<file path="src/rtl/yuv_tx_pkg.sv">
// Shared constants and state encodings for the YUV channel producer.
package yuv_tx_pkg;
  localparam int PIX_W    = 16;
  localparam int CH_W     = 8;
  localparam int CTRL_EN  = 0;
  localparam int CTRL_CLR = 1;

  typedef enum logic [1:0] {PH_EVEN, PH_ODD_ACC, PH_ODD_DROP} phase_e;
  typedef enum logic {ST_IDLE, ST_CLEAR} clr_st_e;
endpackage

</file>
<file path="src/rtl/yuv_tx_fifo.sv">
// Synchronous first-word-fall-through FIFO; dout shows the head word while not empty.
module yuv_tx_fifo #(
  parameter  int DEPTH = 4,
  parameter  int W     = 8,
  localparam int AW    = $clog2(DEPTH),
  localparam int CW    = AW + 1
) (
  input  logic          clk,
  input  logic          rst_n,
  input  logic          push,
  input  logic          pop,
  input  logic          flush,
  input  logic [W-1:0]  din,
  output logic [W-1:0]  dout,
  output logic          empty,
  output logic [CW-1:0] free_cnt
);
  logic [W-1:0]  mem_q [DEPTH];
  logic [AW-1:0] wr_ptr_q, wr_ptr_d, rd_ptr_q, rd_ptr_d;
  logic [CW-1:0] count_q, count_d;
  logic          full, wr_en, rd_en;

  assign empty    = (count_q == '0);
  assign full     = (count_q == CW'(DEPTH));
  assign free_cnt = CW'(DEPTH) - count_q;
  // A push while full is only honoured alongside a pop (slot freed the same edge).
  assign wr_en    = push & (~full | pop) & ~flush;
  assign rd_en    = pop & ~empty & ~flush;
  assign dout     = empty ? '0 : mem_q[rd_ptr_q];

  always_comb begin
    wr_ptr_d = wr_ptr_q;
    rd_ptr_d = rd_ptr_q;
    count_d  = count_q;
    if (flush) begin
      wr_ptr_d = '0;
      rd_ptr_d = '0;
      count_d  = '0;
    end else begin
      if (wr_en) wr_ptr_d = wr_ptr_q + AW'(1);
      if (rd_en) rd_ptr_d = rd_ptr_q + AW'(1);
      count_d = count_q + CW'(wr_en) - CW'(rd_en);
    end
  end

  always_ff @(posedge clk or negedge rst_n) begin
    if (!rst_n) begin
      wr_ptr_q <= '0;
      rd_ptr_q <= '0;
      count_q  <= '0;
    end else begin
      wr_ptr_q <= wr_ptr_d;
      rd_ptr_q <= rd_ptr_d;
      count_q  <= count_d;
    end
  end

  always_ff @(posedge clk) begin
    if (wr_en) mem_q[wr_ptr_q] <= din;
  end
endmodule

</file>
<file path="src/rtl/yuv_channel_tx.sv">
// YUYV 4:2:2 demux into Y/U/V FWFT channel FIFOs with clear pulse and overflow status.
// Define YUV_TX_DROP_CNT_EN to add the saturating drop_count output.
module yuv_channel_tx
  import yuv_tx_pkg::*;
#(
  parameter int Y_DEPTH      = 64,
  parameter int C_DEPTH      = 32,
  parameter int CLEAR_CYCLES = 8
) (
  input  logic             clk,
  input  logic             rst_n,
  input  logic             pix_valid,
  input  logic             pix_sof,
  input  logic [PIX_W-1:0] pix_data,
  input  logic [3:0]       ctrl,
  output logic             status_overflow,
  output logic             clear_dma_and_fifo,
  output logic [CH_W-1:0]  y_z,
  output logic             y_vz,
  input  logic             y_lz,
  output logic [CH_W-1:0]  u_z,
  output logic             u_vz,
  input  logic             u_lz,
  output logic [CH_W-1:0]  v_z,
  output logic             v_vz,
  input  logic             v_lz
`ifdef YUV_TX_DROP_CNT_EN
  ,output logic [15:0]     drop_count
`endif
);
  localparam int YCW = $clog2(Y_DEPTH) + 1;
  localparam int CCW = $clog2(C_DEPTH) + 1;
  localparam int KW  = $clog2(CLEAR_CYCLES + 1);

  clr_st_e         st_q, st_d;
  phase_e          ph_q, ph_d;
  logic [KW-1:0]   cnt_q, cnt_d;
  logic            ovf_q, ovf_d;
  logic            clr_prev_q;
  logic            clearing, space, is_even;
  logic            y_push, u_push, v_push;
  logic            y_empty, u_empty, v_empty;
  logic [CH_W-1:0] y_dout, u_dout, v_dout;
  logic [YCW-1:0]  y_free;
  logic [CCW-1:0]  u_free, v_free;
  logic [1:0]      ctrl_unused;

  assign ctrl_unused = ctrl[3:2];
  assign clearing    = (st_q == ST_CLEAR);
  // Whole pair must fit: two Y slots and one of each chroma.
  assign space   = (y_free >= YCW'(2)) && (u_free != '0) && (v_free != '0);
  assign is_even = pix_sof || (ph_q == PH_EVEN);

`ifdef YUV_TX_DROP_CNT_EN
  logic [15:0] drop_q, drop_d;
  assign drop_count = drop_q;
`endif

  always_comb begin
    st_d   = st_q;
    ph_d   = ph_q;
    cnt_d  = cnt_q;
    ovf_d  = ovf_q;
    y_push = 1'b0;
    u_push = 1'b0;
    v_push = 1'b0;
`ifdef YUV_TX_DROP_CNT_EN
    drop_d = drop_q;
`endif
    case (st_q)
      ST_IDLE: begin
        if (ctrl[CTRL_CLR] && !clr_prev_q) begin
          st_d  = ST_CLEAR;
          cnt_d = KW'(CLEAR_CYCLES - 1);
        end
        if (pix_valid) begin
          if (is_even) begin
            if (pix_sof && ph_q == PH_ODD_ACC) ovf_d = 1'b1;
            if (ctrl[CTRL_EN] && space) begin
              y_push = 1'b1;
              u_push = 1'b1;
              ph_d   = PH_ODD_ACC;
            end else begin
              ph_d = PH_ODD_DROP;
              if (ctrl[CTRL_EN]) begin
                ovf_d = 1'b1;
`ifdef YUV_TX_DROP_CNT_EN
                if (drop_q != 16'hFFFF) drop_d = drop_q + 16'd1;
`endif
              end
            end
          end else if (ph_q == PH_ODD_ACC) begin
            // Slots were reserved at the even pixel, so no space check here.
            y_push = 1'b1;
            v_push = 1'b1;
            ph_d   = PH_EVEN;
          end else begin
            ph_d = PH_EVEN;
          end
        end
      end
      ST_CLEAR: begin
        ovf_d = 1'b0;
        ph_d  = PH_EVEN;
`ifdef YUV_TX_DROP_CNT_EN
        drop_d = '0;
`endif
        if (cnt_q == '0) st_d = ST_IDLE;
        else             cnt_d = cnt_q - KW'(1);
      end
      default: st_d = ST_IDLE;
    endcase
  end

  always_ff @(posedge clk or negedge rst_n) begin
    if (!rst_n) begin
      st_q       <= ST_IDLE;
      ph_q       <= PH_EVEN;
      cnt_q      <= '0;
      ovf_q      <= 1'b0;
      clr_prev_q <= 1'b0;
    end else begin
      st_q       <= st_d;
      ph_q       <= ph_d;
      cnt_q      <= cnt_d;
      ovf_q      <= ovf_d;
      clr_prev_q <= ctrl[CTRL_CLR];
    end
  end

`ifdef YUV_TX_DROP_CNT_EN
  always_ff @(posedge clk or negedge rst_n) begin
    if (!rst_n) drop_q <= '0;
    else        drop_q <= drop_d;
  end
`endif

  assign status_overflow    = ovf_q;
  assign clear_dma_and_fifo = clearing;

  // Channels go quiet for the whole clear window, even before the flush lands.
  assign y_vz = ~y_empty & ~clearing;
  assign u_vz = ~u_empty & ~clearing;
  assign v_vz = ~v_empty & ~clearing;
  assign y_z  = clearing ? '0 : y_dout;
  assign u_z  = clearing ? '0 : u_dout;
  assign v_z  = clearing ? '0 : v_dout;

  yuv_tx_fifo #(.DEPTH(Y_DEPTH), .W(CH_W)) u_y_fifo (
    .clk(clk), .rst_n(rst_n), .push(y_push), .pop(y_lz & y_vz), .flush(clearing),
    .din(pix_data[7:0]), .dout(y_dout), .empty(y_empty), .free_cnt(y_free)
  );

  yuv_tx_fifo #(.DEPTH(C_DEPTH), .W(CH_W)) u_u_fifo (
    .clk(clk), .rst_n(rst_n), .push(u_push), .pop(u_lz & u_vz), .flush(clearing),
    .din(pix_data[15:8]), .dout(u_dout), .empty(u_empty), .free_cnt(u_free)
  );

  yuv_tx_fifo #(.DEPTH(C_DEPTH), .W(CH_W)) u_v_fifo (
    .clk(clk), .rst_n(rst_n), .push(v_push), .pop(v_lz & v_vz), .flush(clearing),
    .din(pix_data[15:8]), .dout(v_dout), .empty(v_empty), .free_cnt(v_free)
  );
endmodule

</file>
<file path="config.mk">
export PLATFORM = sky130hd
export DESIGN_NAME = yuv_channel_tx
export DESIGN_NICKNAME = d
export VERILOG_FILES = /design/src/rtl/yuv_tx_pkg.sv /design/src/rtl/yuv_tx_fifo.sv /design/src/rtl/yuv_channel_tx.sv
export SDC_FILE = /design/constraint.sdc
export NUM_CORES = 1
export LEC_CHECK = 0
export CAP_MARGIN = 20
export CORE_MARGIN = 2
export CORE_UTILIZATION = 42
export CTS_CLUSTER_SIZE = 24
export DETAILED_ROUTE_END_ITERATION = 8
export GPL_TIMING_DRIVEN = 0
export PLACE_DENSITY_LB_ADDON = 0.08
export RECOVER_POWER = 50
export SYNTH_ARGS = -nofsm -noshare
export SYNTH_HDL_FRONTEND = slang
export SYNTH_SLANG_ARGS = --single-unit
</file>
<file path="constraint.sdc">
create_clock -name clk -period 4.01 [get_ports clk]
set_input_delay 0.802 -clock clk [delete_from_list [all_inputs] [get_ports clk]]
set_output_delay 0.802 -clock clk [all_outputs]
set_load 0.01 [all_outputs]
</file>
# After elaboration in Yosys (flattened, before gate mapping)
# Memory sizes are Yosys's and may differ from the RTL's.
# Cells that the tools add are included.
# classes
n_addsub,16
div,0
n_reduce_logical,22
magnitude_cmp,1
bitwise,28
shifts,0
muxes,54
n_eq_ne,8
n_mul,0
# op_table
op,count
$mux 8,6
$mux 5,8
$mux 6,6
$mux 1,24
$add 5x1->5 const B,4
$and 1x1->1,18
$add 6x1->6,2
$add 6x1->6 const B,2
$eq 6x6->1 const B,2
$logic_not 6->1,2
$reduce_bool 2->1,6
$reduce_bool 6->1,2
$sub 6x1->6,2
$sub 6x6->6 const A,2
$mux 4,2
$ne 2x2->1 const B,4
$pmux 4 s2,1
$add 7x1->7,1
$eq 7x7->1 const B,1
$ge 7x2->1 const B,1
$logic_not 7->1,1
$mux 7,1
$not 1->1,7
$sub 7x1->7,1
other kinds (13),23
# word_totals
latchBits,0
romBits,0
out_inout_bits,29
ramBits,1024
register_bits,60
elab_cells,146
in_bits,27
memories,3
# memory_table
name,words,width,read_ports,rd_ports_with_merged_regs,wr,line_no,rtl
u_y_fifo.mem_q,64,8,1,0,1,yuv_tx_fifo.sv:18,logic [W-1:0] mem_q [DEPTH];
u_u_fifo.mem_q,32,8,1,0,1,yuv_tx_fifo.sv:18,
u_v_fifo.mem_q,32,8,1,0,1,yuv_tx_fifo.sv:18,

# Logic depth before layout (Yosys ltp)
# Gate-level depths: netlist of run 1.
# depth
depth_word,14
depth_mapped,18
mapped_depth_nobuf,16

# By module
# Synthesis of run 1 repeated with hierarchy kept, for this count alone.
# unflattened
cells_unflattened,2315
area_unflattened_um2,44219.9
# modules_own_cells
module,instances,cells_per_inst,seq_area_each_um2,area_per_inst_um2
yuv_tx_fifo at u_y_fifo,1,1047,15850.2,21102.7
yuv_tx_fifo at u_v_fifo,1,588,8087.8,11199.5
yuv_tx_fifo at u_u_fifo,1,587,8087.8,11197.0
yuv_channel_tx,1,93,225.2,720.7

# Worst setup path before layout of run 1
# No wires, ideal clock.
# synth_path
path_kind,register -> register
from,register u_y_fifo.count_q[1]
to,register u_y_fifo.count_q[6]
path_stages_with_launch,19
synth_period_minus_slack_ps,3847
setup_time_ps,78
required_time_ps,3932
arrival_ps,3769
path_buffers,2
path_slack_ps,163
cell_sequence,dfrtp_1 -> inv_1 -> ha_1 -> nor2b_1 -> xnor2_1 -> or4_4 -> o211a_1 -> buf_2 -> a21oi_4 -> buf_2 -> inv_1 -> ha_1 -> fa_1 -> nor2b_1 -> o21a_1 -> o21bai_1 -> a21oi_1 -> or3_1 -> a21oi_1
# synth_between
elab_chain_cells,14
elab_cells_between_ends,23
# synth_lines
element,line_no,rtl
start: declaration,yuv_tx_fifo.sv:20,"logic [CW-1:0] count_q, count_d;"
start signal: assignment,yuv_tx_fifo.sv:54,count_q <= count_d;
$sub 7x7->7,yuv_tx_fifo.sv:25,assign free_cnt = CW'(DEPTH) - count_q;
$ge 7x2->1,yuv_channel_tx.sv:51,assign space = (y_free >= YCW'(2)) && (u_free != '0) && (v_free != '0);
$logic_and 1x1->1 (2 in series),yuv_channel_tx.sv:51,
$logic_and 1x1->1,yuv_channel_tx.sv:79,if (ctrl[CTRL_EN] && space) begin
$mux 1,yuv_channel_tx.sv:79,
$mux 1,yuv_channel_tx.sv:77,if (is_even) begin
$mux 1,yuv_channel_tx.sv:76,if (pix_valid) begin
$mux 1,yuv_channel_tx.sv:70,case (st_q)
$and 1x1->1 (2 in series),yuv_tx_fifo.sv:27,assign wr_en = push & (~full | pop) & ~flush;
$add 7x1->7,yuv_tx_fifo.sv:42,count_d = count_q + CW'(wr_en) - CW'(rd_en);
$sub 7x1->7 *,yuv_tx_fifo.sv:42,
$mux 7 *,yuv_tx_fifo.sv:35,if (flush) begin
net u_y_fifo.count_d[6],yuv_tx_fifo.sv:20,
# Mark *: on every way through the listed nets, which the timed path passes. The rest lies on a longest branch.
# A chain may end at the register's enable or synchronous reset.

# Final worst setup path of run 1
# layout_path
from,register u_y_fifo.rd_ptr_q[0]
to,output port y_z[5]
# layout_between
elab_chain_cells,3
# layout_lines
element,line_no,rtl
start: declaration,yuv_tx_fifo.sv:19,"logic [AW-1:0] wr_ptr_q, wr_ptr_d, rd_ptr_q, rd_ptr_d;"
start signal: assignment,yuv_tx_fifo.sv:53,rd_ptr_q <= rd_ptr_d;
$mem_v2 64x8,--,
$mux 8,yuv_tx_fifo.sv:29,assign dout = empty ? '0 : mem_q[rd_ptr_q];
$mux 8,yuv_channel_tx.sv:145,assign y_z = clearing ? '0 : y_dout;
end: declaration,yuv_channel_tx.sv:18,"output logic [CH_W-1:0] y_z,"
# Every way passes these cells.

==> flow_metrics.env, run 1 <==
export IMPL_status="complete, but fails checks"
export IMPL_violations="capacitance limit, slew limit"
export IMPL_synth_xor_area_frac=0.00638
export IMPL_setup_violations=0
export IMPL_dieArea_um2=107000
export IMPL_p_leak_nw=16.4
export IMPL_numClockSinks=1084
export IMPL_layout_common_cells="1024 x edfxtp_1, 288 x mux4_2, 115 x nor2_1, 115 x clkbuf_16, 96 x buf_4"
export IMPL_grt_pass1_wl_mm=162
export IMPL_fill_cells=8442
export IMPL_preCtsSetupSlack_ns=-0.789
export IMPL_area_growth_pct=18.9
export IMPL_firstDrtPassIters=5
export IMPL_fp_coreArea_um2=104000
export IMPL_final_util=0.504
export IMPL_io_buffers=53
export IMPL_synth_top_family_by_area="multiplexers"
export IMPL_wl_mm=111
export IMPL_die_w_um=327
export IMPL_avgSynthCellArea_um2=20.1
export IMPL_drc=0
export IMPL_rows=118
export IMPL_p_total_w=0.0307
export IMPL_fin_area_um2=52300
export IMPL_crit_reg2reg_launch="u_y_fifo.count_q[2]$_DFF_PN0_"
export IMPL_die_h_um=327
export IMPL_antenna_found_initial=1
export IMPL_wl_per_cell_um=28.2
export IMPL_finClkSkew_ns=0.0335
export IMPL_synth_edf_count=1024
export IMPL_synth_area_um2=43900
export IMPL_ios=56
export IMPL_ant_nets=0
export IMPL_slew_headroom=-0.737
export IMPL_synthSimpleGateAreaFrac=0.0425
export IMPL_initialDrtViolationCount=1947
export IMPL_final_cells=3944
export IMPL_layout_commonest_cell="edfxtp_1"
export IMPL_cellPowerDensity_nw_per_um2=588
export IMPL_r2r_slack_ns=0.11
export IMPL_place_area_um2=47300
export IMPL_grt_max_degree=49
export IMPL_drive_gt1_frac=0.321
export IMPL_required_ns=3.21
export IMPL_crit_path_start_kind="flop"
export IMPL_n_antenna_cell=0
export IMPL_criticalPathCategory="flop to output port"
export IMPL_grt_pass1_vias=23000
export IMPL_synth_compound_area_frac=0.0174
export IMPL_cpLargestDelayFamily="multiplexers"
export IMPL_worstReg2RegEnd="u_y_fifo.count_q[6]$_DFF_PN0_"
export IMPL_rsz0062_at_grt="true"
export IMPL_ir_worst_vdd_uv=421
export IMPL_arrival_ns=3.19
export IMPL_ys_ff_latch=1084
export IMPL_fin_nets=2549
export IMPL_synth_top_area_share=0.700
export IMPL_root_buffer="clkbuf_16"
export IMPL_final_max_slew_viol_count=784
export IMPL_slowest_delay_ns=0.58
export IMPL_cts_tree="yes"
export IMPL_r2r_cells=18
export IMPL_setup_slack_ns=0.0213
export IMPL_gp_congestion=0.819
export IMPL_start_util=0.424
export IMPL_hp_class="flop to flop"
export IMPL_tightest_slew_ns=2.60
export IMPL_final_min_clock_period_ns=3.99
export IMPL_fmax_mhz=251
export IMPL_vias_per_cell=5.69
export IMPL_yosysUniqueCellTypes=60
export IMPL_grt_overflow_total=0
export IMPL_synthesis_nets=2267
export IMPL_seq_area_frac_synth=0.734
export IMPL_crit_fanout=7
export IMPL_synth_fa_ha_area_frac=0.0153
export IMPL_hold_viol=0
export IMPL_cts_max_path_buffers=3
export IMPL_slowest_stage="mux4_2"
export IMPL_yosys_warnings=0
export IMPL_crit_path_end_kind="output port"
export IMPL_path_clk_slew_ns=0.06
export IMPL_cts_made_buffers=114
export IMPL_place_inst=3696
export IMPL_worst_path_stages=8
export IMPL_synth_top_area_cell="edfxtp_1"
export IMPL_crit_start="u_y_fifo.rd_ptr_q[0]$_DFFE_PN0P_"
export IMPL_ys_async_sr_fraction=0.0554
export IMPL_synth_flop_cell="edfxtp_1"
export IMPL_max_cap_violations=19
export IMPL_crit_chain="buf_8 -> buf_6 -> mux4_2 -> mux4_2 -> nor2b_2 -> a21oi_1 -> a22o_1 -> buf_6"
export IMPL_crit_path_end="y_z[5]"
export IMPL_cts_htree_levels=3
export IMPL_ys_top_cells_by_area="edfxtp_1 70%, mux4_2 15%, dfrtp_1 3.4%, ha_1 1.4%, mux2i_1 1.3%"
export IMPL_synthCells=2188
export IMPL_clk_latency_ns=0.70
export IMPL_grt_usage=0.209
export IMPL_vias=22400
export IMPL_synth_area_mux_share=0.166
export IMPL_dp_hpwl_mm=74.6
export IMPL_timing_final_crit_share=0.995
export IMPL_critPathBufInv=3
[metrics by stage]
step           setup TNS, ns  hold WS [ns]
6_report                   0         0.526
3_5_place_dp         -110.74         0.521
2_1_floorplan              0         0.480
3_3_place_gp         -521.95         0.497
5_1_grt               -0.553         0.559
4_1_cts              -0.0605         0.473
[worst reg2reg max path, delay by kind of cell, from the launching register on]
kind,cells,cell delay (ns)
simple gates,4,1.22
compound gates,6,1.03
fa+ha+maj,3,0.67
buf+inv,4,0.44
flops,1,0.41
xor+xnor,1,0.06
[layer usage]
layer	up-vias	share of wire	wire length, um	track usage
met2	645	0.50	55500	0.349
met1	12100	0.43	47300	0.287
li1	9533	-	-	-
met5	-	0	0	0
met4	0	0.028	3140	0.0582
met3	183	0.047	5230	0.0315
[cell families after synthesis]
logic type | count (synthesis)
buffers and inverters | 183
adders and majority gates | 52
muxes | 367
and+or+nand+nor | 357
AOI/OAI and AO/OA | 113
xor gates and xnor gates | 32
DFF | 1084
[how the worst min path moves through the flow]
stage	startpoint	endpoint	slack, ns	depth (start not counted)
finish	status_overflow$_DFFE_PN0P_	status_overflow$_DFFE_PN0P_	0.53	1
global placement	cnt_q[0]$_DFFE_PN0P_	cnt_q[0]$_DFFE_PN0P_	0.50	1
global route	status_overflow$_DFFE_PN0P_	status_overflow$_DFFE_PN0P_	0.56	1
floorplan	cnt_q[0]$_DFFE_PN0P_	cnt_q[0]$_DFFE_PN0P_	0.48	1
detailed placement	cnt_q[0]$_DFFE_PN0P_	cnt_q[0]$_DFFE_PN0P_	0.52	1
CTS	pix_data[10]	u_v_fifo.mem_q[26][2]$_DFFE_PP_	0.47	1
[sequential cells by signal, summed over array words and instances (netlist names), 2 cells and up]
name and count:
u_v_fifo.count_q 6, u_u_fifo.rd_ptr_q 5, u_v_fifo.mem_q 256, u_y_fifo.rd_ptr_q 6
cnt_q 4, u_u_fifo.count_q 6, u_v_fifo.rd_ptr_q 5, u_u_fifo.wr_ptr_q 5
u_v_fifo.wr_ptr_q 5, u_y_fifo.count_q 7, u_u_fifo.mem_q 256, u_y_fifo.mem_q 512
u_y_fifo.wr_ptr_q 6, ph_q 2
[where the power goes]
part	total (W)	switching, W	internal [W]
Clock	0.0106	0.00436	0.00622
Combinational	0.00742	0.00388	0.00354
Sequential	0.0127	0.000155	0.0126
Total	0.0307	0.00840	0.0223
[Yosys cell counts, types with 12 or more instances]
| cell type | n |
|---|---|
| a211oi_1 | 16 |
| dfrtp_1 | 60 |
| buf_1 | 22 |
| nor2_1 | 123 |
| nor3_1 | 21 |
| nand2_1 | 47 |
| nand3_1 | 21 |
| nand3b_1 | 12 |
| xor2_1 | 23 |
| mux2i_1 | 58 |
| mux4_2 | 288 |
| nand4_1 | 13 |
| inv_1 | 50 |
| nor4b_1 | 24 |
| edfxtp_1 | 1024 |
| buf_4 | 13 |
| nor2b_1 | 31 |
| mux2_2 | 20 |
| clkbuf_1 | 59 |
| ha_1 | 49 |
| buf_2 | 37 |
| nor4_1 | 33 |
| o21ai_0 | 16 |
| a21oi_1 | 27 |
[what timing repair did]
action	in CTS	in global routing
resized for setup	316	54
hold endpoints to repair	18	0
buffers inserted	21	18
setup endpoints to repair	27	46
cloned	2	1
pin swaps	6	13
hold buffers	1	0
[layout make-up]
class                           count  area [um^2]  area share
Sequential cell                  1084        32300       0.617
Multi-Input combinational cell    921        11800       0.226
Clock buffer                      148         3070      0.0588
Tap cell                         1380         1730      0.0330
Timing Repair Buffer              171         1360      0.0261
Buffer                            128         1160      0.0223
Clock inverter                     62          678      0.0130
Inverter                           50          188     0.00359
No activity file was read; power rests on OpenSTA's default activity.
==> run 2, diff against run 1 <==
- SLEW_MARGIN: unset -> 40
==> run 2 against run 1 <==
Via count up 0.94%. Sequential cell count unchanged. The run still ends with capacitance limit, slew limit left. First-iteration DRC count unchanged. Highest routed layer is now met5.
==> flow_metrics.env, run 2 (synthesis gave the netlist of run 1 again) <==
export IMPL_drc=0
export IMPL_grt_overflow_total=0
export IMPL_die_w_um=327
export IMPL_root_buffer="clkbuf_16"
export IMPL_p_total_w=0.0305
export IMPL_cts_tree="yes"
export IMPL_final_max_slew_viol_count=796
export IMPL_setup_violations=0
export IMPL_final_min_clock_period_ns=3.97
export IMPL_timing_final_crit_share=0.990
export IMPL_max_cap_violations=19
export IMPL_start_util=0.424
export IMPL_largest_reg_flops=512
export IMPL_criticalPathCategory="flop to output port"
export IMPL_crit_fanout=4
export IMPL_layout_common_cells="1024 x edfxtp_1, 288 x mux4_2, 133 x buf_2"
export IMPL_slowest_stage="mux4_2"
export IMPL_fin_area_um2=52500
export IMPL_required_ns=3.21
export IMPL_setup_slack_ns=0.0382
export IMPL_clk_latency_ns=0.70
export IMPL_top_register="u_y_fifo.mem_q"
export IMPL_crit_path_end_kind="output port"
export IMPL_drive_gt1_frac=0.351
export IMPL_vias_per_cell=5.64
export IMPL_ios=56
export IMPL_fin_setup_tns_ns=0
export IMPL_wl_mm=112
export IMPL_cts_htree_levels=3
export IMPL_worst_hold_slack_ns=0.434
export IMPL_grt_pass1_wl_mm=163
export IMPL_slowest_delay_ns=0.54
export IMPL_tightest_slew_ns=2.74
export IMPL_grt_usage=0.210
export IMPL_area_growth_pct=19.4
export IMPL_die_h_um=327
export IMPL_antenna_found_initial=1
export IMPL_r2r_slack_ns=0.09
export IMPL_worstReg2RegEnd="u_y_fifo.count_q[6]$_DFF_PN0_"
export IMPL_crit_start="u_y_fifo.rd_ptr_q[0]$_DFFE_PN0P_"
export IMPL_reg_top3="u_y_fifo.mem_q (512), u_u_fifo.mem_q (256), u_v_fifo.mem_q (256)"
export IMPL_rsz0062_at_grt="true"
export IMPL_cts_made_buffers=115
export IMPL_fp_coreArea_um2=104000
export IMPL_vias=22600
export IMPL_arrival_ns=3.17
export IMPL_hold_viol=0
export IMPL_gp_congestion=0.819
export IMPL_status="complete, but fails checks"
export IMPL_dieArea_um2=107000
export IMPL_numClockSinks=1084
export IMPL_initialDrtViolationCount=1947
export IMPL_r2r_cells=18
export IMPL_cts_max_path_buffers=3
export IMPL_dp_hpwl_mm=75.5
export IMPL_ant_nets=0
export IMPL_place_area_um2=47500
export IMPL_preCtsSetupSlack_ns=-0.599
export IMPL_cellPowerDensity_nw_per_um2=582
export IMPL_finClkSkew_ns=0.0217
export IMPL_grt_pass1_vias=23300
export IMPL_p_leak_nw=16.8
export IMPL_slew_headroom=-0.826
export IMPL_hp_class="input port to flop"
export IMPL_path_clk_slew_ns=0.06
export IMPL_crit_chain="buf_12 -> buf_12 -> buf_8 -> mux4_2 -> mux4_2 -> nor2b_1 -> a21oi_1 -> a22o_1 -> buf_6"
export IMPL_crit_path_end="y_z[2]"
export IMPL_crit_reg2reg_launch="u_y_fifo.count_q[1]$_DFF_PN0_"
export IMPL_fin_nets=2616
export IMPL_fmax_mhz=252
export IMPL_crit_path_start_kind="flop"
export IMPL_grt_max_degree=61
export IMPL_wl_per_cell_um=27.8
export IMPL_violations="capacitance limit, slew limit"
export IMPL_firstDrtPassIters=5
export IMPL_layout_commonest_cell="edfxtp_1"
export IMPL_ir_worst_vdd_uv=370
export IMPL_n_antenna_cell=0
export IMPL_io_buffers=53
export IMPL_rows=118
## run 2: cell types whose count changed in the layout (fill, tap and decap cells not counted), sizes merged
| cell | previous run | this run |
|---|---|---|
| buf | 182 | 245 |
| bufinv | 13 | 9 |
| clkbuf | 239 | 241 |
| clkdlybuf4s15 | 2 | 1 |
| clkinv | 39 | 54 |
| clkinvlp | 6 | 3 |
| dlygate4sd2 | 5 | 4 |
| dlymetal6s2s | 5 | 8 |
| inv | 54 | 51 |
## run 2: timing repair
action,in CTS,in global routing
hold endpoints to repair,18,0
setup buffers,28,15
resized for setup,297,53
hold buffers,1,0
cloned,2,1
pin swaps,6,12
setup endpoints to repair,27,31
## run 2: worst max-delay path, delay by kind of cell, from the launching register on
family                 cells  cell delay [ns]
muxes                      2             1.07
DFF                        1             0.44
AOI/OAI and AO/OA          2             0.33
and+or+nand+nor            1             0.14
buffers and inverters      4             0.50
## run 2: routing by layer
layer  wire length (um)  global-route usage  vias to the layer above
li1                   -                   -                     9691
met1              47100               0.287                    12200
met2              56400               0.354                      645
met3               5550              0.0311                      147
met4               2660              0.0539                        2
met5                 11                   0                        -
## run 2: through the flow
stage / util / std cells
after floorplan: - / 2188
after global placement: 0.446 / 3621
after detailed placement: 0.459 / 3757
after CTS: 0.506 / 3998
after global routing: 0.506 / 4015
final: 0.506 / 4015
## run 2: area by class of cell
cell class / count / area, um^2
Buffer: 128 / 1180
Fill cell: 8466 / 51200
Timing Repair Buffer: 237 / 1560
Multi-Input combinational cell: 921 / 11900
Inverter: 50 / 188
Clock inverter: 67 / 579
Clock buffer: 148 / 3100
Sequential cell: 1084 / 32300
Tap cell: 1380 / 1730
## run 2: how the worst min path moves through the flow
stage	startpoint	to	slack, ns	cells past startpoint
2_1_floorplan	cnt_q[0]$_DFFE_PN0P_	cnt_q[0]$_DFFE_PN0P_	0.48	1
3_3_place_gp	cnt_q[0]$_DFFE_PN0P_	cnt_q[0]$_DFFE_PN0P_	0.50	1
3_5_place_dp	cnt_q[0]$_DFFE_PN0P_	cnt_q[0]$_DFFE_PN0P_	0.52	1
4_1_cts	pix_data[1]	u_y_fifo.mem_q[60][1]$_DFFE_PP_	0.32	1
5_1_grt	pix_data[1]	u_y_fifo.mem_q[60][1]$_DFFE_PP_	0.41	1
6_report	pix_data[1]	u_y_fifo.mem_q[63][1]$_DFFE_PP_	0.43	1
## run 2: power by group
| group | leakage (nW) | switching (W) | internal, W |
|---|---|---|---|
| Sequential | 10.0 | 0.000157 | 0.0126 |
| Clock | 1.81 | 0.00435 | 0.00600 |
| Combinational | 4.97 | 0.00390 | 0.00354 |
| Total | 16.8 | 0.00841 | 0.0221 |
